$ cat src/rtl/uart_pkg.sv
// Shared UART definitions: receiver state encoding, data width, line level
// and default clock/baud settings reused by the transmitter path.
package uart_pkg;

    typedef enum logic [2:0] {
        IDLE  = 3'd0,
        START = 3'd1,
        DATA  = 3'd2,
        STOP  = 3'd3,
        BREAK = 3'd4
    } rx_state_t;

    localparam int   UART_DATA_W        = 8;
    localparam logic UART_IDLE_LEVEL    = 1'b1;
    localparam int   UART_CLK_FREQUENCY = 50000000;
    localparam int   UART_BAUD          = 9600;
    localparam int   UART_OVERSAMPLE    = 8;

    // Clocks per oversampling tick for a given clock, baud rate and oversample factor.
    function automatic int uart_tick_div(input int clk_hz, input int baud, input int oversample);
        return clk_hz / (baud * oversample);
    endfunction

endpackage

$ cat src/rtl/uart_baud_tick.sv
// Oversampling tick divider with synchronous restart; shared by the RX and TX paths.
module uart_baud_tick #(
    parameter int DIV = 2
) (
    input  logic CLK,
    input  logic RST,
    input  logic restart,
    output logic tick
);

    localparam int                CNT_W   = (DIV > 1) ? $clog2(DIV) : 1;
    localparam logic [CNT_W-1:0]  CNT_MAX = CNT_W'(DIV - 1);

    logic [CNT_W-1:0] cnt_r;
    logic [CNT_W-1:0] cnt_nxt_s;
    logic             tick_r;

    // Next divider count: restart or wrap to zero, otherwise advance.
    always_comb begin
        cnt_nxt_s = cnt_r;
        if (restart) begin
            cnt_nxt_s = '0;
        end else if (cnt_r == CNT_MAX) begin
            cnt_nxt_s = '0;
        end else begin
            cnt_nxt_s = cnt_r + CNT_W'(1);
        end
    end

    // Divider state; the tick flop is precomputed so it is high exactly while the count sits at its wrap value.
    always_ff @(posedge CLK) begin
        if (RST) begin
            cnt_r  <= '0;
            tick_r <= 1'b0;
        end else begin
            cnt_r  <= cnt_nxt_s;
            tick_r <= (cnt_nxt_s == CNT_MAX);
        end
    end

    assign tick = tick_r;

endmodule

$ cat src/rtl/uart_receiver.sv
// 8N1 oversampling UART receiver with sticky ready flag, framing-error,
// overrun and line-idle status.
module uart_receiver
    import uart_pkg::*;
#(
    parameter int CLK_FREQUENCY = UART_CLK_FREQUENCY,
    parameter int BAUD          = UART_BAUD,
    parameter int OVERSAMPLE    = UART_OVERSAMPLE
) (
    input  logic                   CLK,
    input  logic                   RST,
    input  logic                   RxD,
    input  logic                   RxD_clear,
    output logic                   RxD_data_ready,
    output logic [UART_DATA_W-1:0] RxD_data,
    output logic                   RxD_idle,
    output logic                   RxD_frame_err,
    output logic                   RxD_overrun
);

    localparam int                 TICK_DIV   = uart_tick_div(CLK_FREQUENCY, BAUD, OVERSAMPLE);
    localparam int                 SAMP_W     = $clog2(OVERSAMPLE);
    localparam logic [SAMP_W-1:0]  MID_SAMPLE = SAMP_W'(OVERSAMPLE / 2 - 1);
    localparam int                 IDLE_MAX   = 2 * OVERSAMPLE * TICK_DIV;
    localparam int                 IDLE_W     = $clog2(IDLE_MAX + 1);
    localparam logic [IDLE_W-1:0]  IDLE_SAT   = IDLE_W'(IDLE_MAX);

    if (TICK_DIV < 1) begin : g_bad_tick_div
        $error("uart_receiver: CLK_FREQUENCY/(BAUD*OVERSAMPLE) must be at least 1");
    end
    if ((OVERSAMPLE < 4) || (OVERSAMPLE > 16) || ((OVERSAMPLE & (OVERSAMPLE - 1)) != 0)) begin : g_bad_oversample
        $error("uart_receiver: OVERSAMPLE must be a power of two in 4..16");
    end

    logic                   rx_meta_r;
    logic                   rx_sync_r;
    rx_state_t              state_r;
    logic [SAMP_W-1:0]      samp_cnt_r;
    logic [2:0]             bit_idx_r;
    logic [UART_DATA_W-1:0] shift_r;
    logic [UART_DATA_W-1:0] data_r;
    logic                   ready_r;
    logic                   frame_err_r;
    logic                   overrun_r;
    logic [IDLE_W-1:0]      idle_cnt_r;
    logic                   idle_r;
    logic                   tick_s;
    logic                   restart_s;
    logic                   mid_s;

    // Restarting the divider on the start edge centres every later sample on its bit.
    assign restart_s = (state_r == IDLE) && (rx_sync_r == 1'b0);
    assign mid_s     = tick_s && (samp_cnt_r == MID_SAMPLE);

    uart_baud_tick #(
        .DIV (TICK_DIV)
    ) u_tick (
        .CLK     (CLK),
        .RST     (RST),
        .restart (restart_s),
        .tick    (tick_s)
    );

    // Two-flop synchroniser for the asynchronous serial line.
    always_ff @(posedge CLK) begin
        if (RST) begin
            rx_meta_r <= UART_IDLE_LEVEL;
            rx_sync_r <= UART_IDLE_LEVEL;
        end else begin
            rx_meta_r <= RxD;
            rx_sync_r <= rx_meta_r;
        end
    end

    // Frame FSM, shift register, ready flag and status pulses.
    always_ff @(posedge CLK) begin
        if (RST) begin
            state_r     <= IDLE;
            samp_cnt_r  <= '0;
            bit_idx_r   <= 3'd0;
            shift_r     <= '0;
            data_r      <= '0;
            ready_r     <= 1'b0;
            frame_err_r <= 1'b0;
            overrun_r   <= 1'b0;
        end else begin
            frame_err_r <= 1'b0;
            overrun_r   <= 1'b0;
            if (RxD_clear) begin
                ready_r <= 1'b0;
            end
            if (tick_s) begin
                samp_cnt_r <= samp_cnt_r + SAMP_W'(1);
            end
            case (state_r)
                IDLE: begin
                    if (!rx_sync_r) begin
                        state_r    <= START;
                        samp_cnt_r <= '0;
                    end
                end
                START: begin
                    if (mid_s) begin
                        if (rx_sync_r) begin
                            state_r <= IDLE;
                        end else begin
                            state_r   <= DATA;
                            bit_idx_r <= 3'd0;
                        end
                    end
                end
                DATA: begin
                    if (mid_s) begin
                        shift_r[bit_idx_r] <= rx_sync_r;
                        if (bit_idx_r == 3'd7) begin
                            state_r <= STOP;
                        end else begin
                            bit_idx_r <= bit_idx_r + 3'd1;
                        end
                    end
                end
                STOP: begin
                    // Leaving at mid-stop lets a following start bit arrive after a single stop bit.
                    if (mid_s) begin
                        if (rx_sync_r) begin
                            data_r    <= shift_r;
                            ready_r   <= 1'b1;
                            overrun_r <= ready_r && !RxD_clear;
                            state_r   <= IDLE;
                        end else begin
                            frame_err_r <= 1'b1;
                            state_r     <= BREAK;
                        end
                    end
                end
                BREAK: begin
                    if (rx_sync_r) begin
                        state_r <= IDLE;
                    end
                end
                default: begin
                    state_r <= IDLE;
                end
            endcase
        end
    end

    // Line-idle detector: saturating run length of high samples while the FSM rests in IDLE.
    always_ff @(posedge CLK) begin
        if (RST) begin
            idle_cnt_r <= '0;
            idle_r     <= 1'b0;
        end else begin
            if ((state_r != IDLE) || !rx_sync_r) begin
                idle_cnt_r <= '0;
            end else if (idle_cnt_r != IDLE_SAT) begin
                idle_cnt_r <= idle_cnt_r + IDLE_W'(1);
            end else begin
                idle_cnt_r <= idle_cnt_r;
            end
            idle_r <= (state_r == IDLE) && (idle_cnt_r == IDLE_SAT);
        end
    end

    assign RxD_data_ready = ready_r;
    assign RxD_data       = data_r;
    assign RxD_idle       = idle_r;
    assign RxD_frame_err  = frame_err_r;
    assign RxD_overrun    = overrun_r;

endmodule

$ cat config.mk
export PLATFORM = sky130hd
export DESIGN_NAME = uart_receiver
export DESIGN_NICKNAME = d
export VERILOG_FILES = /design/src/rtl/uart_pkg.sv /design/src/rtl/uart_baud_tick.sv /design/src/rtl/uart_receiver.sv
export SDC_FILE = /design/constraint.sdc
export NUM_CORES = 1
export LEC_CHECK = 0
export CAP_MARGIN = 10
export CORE_MARGIN = 2
export CORE_UTILIZATION = 40
export DETAILED_ROUTE_END_ITERATION = 6
export MAX_ROUTING_LAYER = met4
export PLACE_DENSITY = 0.61
export SYNTH_ARGS = -nofsm -noshare
export SYNTH_HDL_FRONTEND = slang
export SYNTH_SLANG_ARGS = --single-unit
$ cat constraint.sdc
create_clock -name CLK -period 1.9 [get_ports CLK]
set_input_delay 0.38 -clock CLK [delete_from_list [all_inputs] [get_ports CLK]]
set_output_delay 0.38 -clock CLK [all_outputs]
set_load 0.01 [all_outputs]
==> metrics.yaml <==
run_status:
  status: "finished clean"
pwr:
  intPower_w: 0.00164
  seq_power_share_pct: 57.5
  ir_worst_vdd_mv: 0.354
  p_leak_nw: 1.17
  powerDensity_nw_per_um2: 714
  p_total_w: 0.00209
  comb_power_share_pct: 4.9
  switchingPower_w: 0.000458
  swShare_pct: 21.9
  power.share.clock_pct: 37.6
logic_synthesis:
  synth_cell_types: 40
  synth_fp_nets: 283
  synthCells: 271
  yosysWarnings: 0
  ys_ff_latch: 56
  netlist.top_cell.by_area: "dfxtp_1"
  yosys-top-cells-area: "dfxtp_1 46%, nor2_1 8.0%, mux2i_1 7.3%"
  synth_top_area_share_pct: 45.7
  netlist_area_sq_um: 2450
  syn_area_per_cell_sq_um: 9.05
  ys_seq_area_share_pct: 45.7
sta:
  drv_slew: 0
  tns_ns: 0
  timing.slew.headroom_pct: 75.6
  fmax_mhz: 550
  rsz0062_at_grt: "yes"
  hold_viol: 0
  worst_pin_slew_ns: 0.363
  fin_crit_ns: 1.82
  clock_skew_ns: 0.00497
  post-route-period-util_pct: 95.7
  setup_viol: 0
final_layout:
  num_antenna_cells: 0
  nets: 312
  fillers: 577
  instances_no_fill: 376
  mostFrequentLayoutCells: "55 x dfxtp_1, 52 x nor2_1, 21 x buf_4"
  layout_commonest_cell: "dfxtp_1"
  drive_gt1_share_pct: 13.0
  postLayoutCellArea_sq_um: 2930
  area_growth_pct: 19.5
detailed_routing:
  drtIter0Drc: 47
  drc: 0
  dr.pass1.iters: 4
  postRouteAntennaNets: 0
  wirelength_microns: 4420
  viasPerCell: 4.91
  num_vias: 1848
  wl_per_cell_microns: 11.8
worst_setup_path:
  crit_type: "reg -> reg"
  cp-end-kind: "flip-flop"
  worstPathRequired_ns: 2.13
  critPathMaxFanout: 5
  setup.worst_path.start_class: "flip-flop"
  cp.arrival_ns: 2.05
place:
  io_buffers: 15
  place_inst: 368
  hpwl_microns: 3100
  place_area_sq_um: 2800
  routabilityCongestion: 0.829
clock_network:
  htree_levels: 2
  ctsRootBufferMaster: "clkbuf_8"
  cts_sinks: 56
  cts_tree: "done"
  clock_latency_ns: 0.31
  cts_buffer_depth: 2
  cts_made_buffers: 5
  clk_pin_slew_ns: 0.10
floorplan:
  rows: 28
  core-area_sq_um: 5920
  die_w_microns: 82.3
  die_area_sq_um: 6780
  die_h_microns: 82.3
  initial_core_util_pct: 41.4
  io_pins: 16
global_route:
  grt_pass1_vias: 1746
  antenna_found_initial: 0
  grt-ovfl-total: 0
  grt_util_all_layers_pct: 14.9
  grt_start_max_net_pins: 29
  grt_pass1_wl_microns: 7560
job:
  cap_viol_max_count: 0
hold_path:
  hold_path.class: "reg -> reg"
## flip-flops by register name, summed over array words and instances (netlist names)
signal and flops:
rx_meta_r 1, bit_idx_r 3, samp_cnt_r 3, RxD_data 8, RxD_frame_err 1, RxD_overrun 1, shift_r 8, u_tick.cnt_r 10
RxD_idle 1, state_r 3, idle_cnt_r 14, rx_sync_r 1, RxD_data_ready 1, u_tick.tick 1
## timing repair
action,in CTS,in global routing
setup buffers,0,0
gates resized for setup,0,5
hold buffers,0,0
endpoints found under the setup margin,0,4
## per-stage QoR
stage               utilization, %  worst slack, ns  hold WS, ns
CTS                           49.2          0.00998        0.438
global placement              47.3           -0.109        0.418
floorplan                        -          0.00224        0.389
finish                        49.5           0.0811        0.436
global route                  49.5           -0.101        0.453
detailed placement            47.3           -0.160        0.409
## routing by layer
metal | wire length, microns | global-route usage, % | vias up
li1 | - | - | 978
met1 | 2180 | 17.8 | 851
met2 | 2110 | 24.3 | 15
met3 | 74 | 3.59 | 4
met4 | 63 | 5.50 | 0
met5 | 0 | - | -
## layout make-up
type	count	area (sq um)	area share, %
clock buffer	6	72.6	2.48
clock inverter	2	38.8	1.32
inverter	6	22.5	0.768
multi-input combinational	194	1250	42.8
sequential	56	1120	38.3
tap	75	93.8	3.20
timing repair buffer	37	328	11.2
## power by group through the flow
stage | Sequential, W | Combinational (W) | Clock, W
4_1_cts | 0.00120 | 0.000104 | 0.000825
3_5_place_dp | 0.00123 | 0.000103 | 0
3_3_place_gp | 0.00123 | 0.000100 | 0
6_report | 0.00120 | 0.000102 | 0.000788
5_1_grt | 0.00121 | 0.000116 | 0.000855
2_1_floorplan | 0.00123 | 0.0000635 | 0
## worst paths after layout
kind / from / end / slack [ns] / cells after the start
setup / recovery: u_tick.cnt_r[0] / u_tick.tick / 0.08 / 7
hold reg to reg: rx_meta_r / rx_sync_r / 0.44 / 1
setup reg to reg: u_tick.cnt_r[0] / u_tick.tick / 0.08 / 7
hold / removal: rx_meta_r / rx_sync_r / 0.44 / 1
## worst max-delay path: stages, from the launching register on
cell,delay (ns)
dfxtp_2,0.37
inv_1,0.06
ha_1,0.19
nor4b_1,0.14
nand4_1,0.16
nand2b_4,0.06
or4_1,0.53
nor4_2,0.24
## synthesized netlist by cell type
| cell type | count |
|---|---|
| a211oi_1 | 2 |
| a21oi_1 | 8 |
| a31oi_1 | 1 |
| a41oi_1 | 1 |
| and2_1 | 1 |
| and3_1 | 4 |
| and4_1 | 2 |
| buf_2 | 2 |
| buf_4 | 2 |
| buf_6 | 1 |
| clkbuf_1 | 10 |
| dfxtp_1 | 56 |
| ha_1 | 8 |
| inv_1 | 6 |
| mux2i_1 | 18 |
| nand2_1 | 16 |
| nand2b_1 | 4 |
| nand2b_4 | 1 |
| nand3_1 | 13 |
| nand3b_1 | 4 |
| nand4_1 | 6 |
| nand4b_1 | 2 |
| nor2_1 | 52 |
| nor2b_1 | 2 |
| nor3_1 | 7 |
| nor3b_1 | 7 |
| nor4_1 | 1 |
| nor4_2 | 1 |
| nor4b_1 | 2 |
| o21ai_0 | 1 |
| o22ai_1 | 1 |
| o311a_1 | 1 |
| or2_0 | 1 |
| or2_2 | 2 |
| or3_1 | 1 |
| or3b_2 | 1 |
| or4_1 | 1 |
| or4b_2 | 1 |
| xnor2_1 | 10 |
| xor2_1 | 11 |
## kinds of logic after synthesis
group / count (synthesis) / synth area share [%]
flops: 56 / 45.7
fa+ha+maj: 8 / 4.08
buf+inv: 21 / 3.93
simple gates: 132 / 27.7
mux: 18 / 7.34
compound gates: 15 / 3.72
xor+xnor: 21 / 7.50
Note: power is estimated with default switching activity, not from simulation.
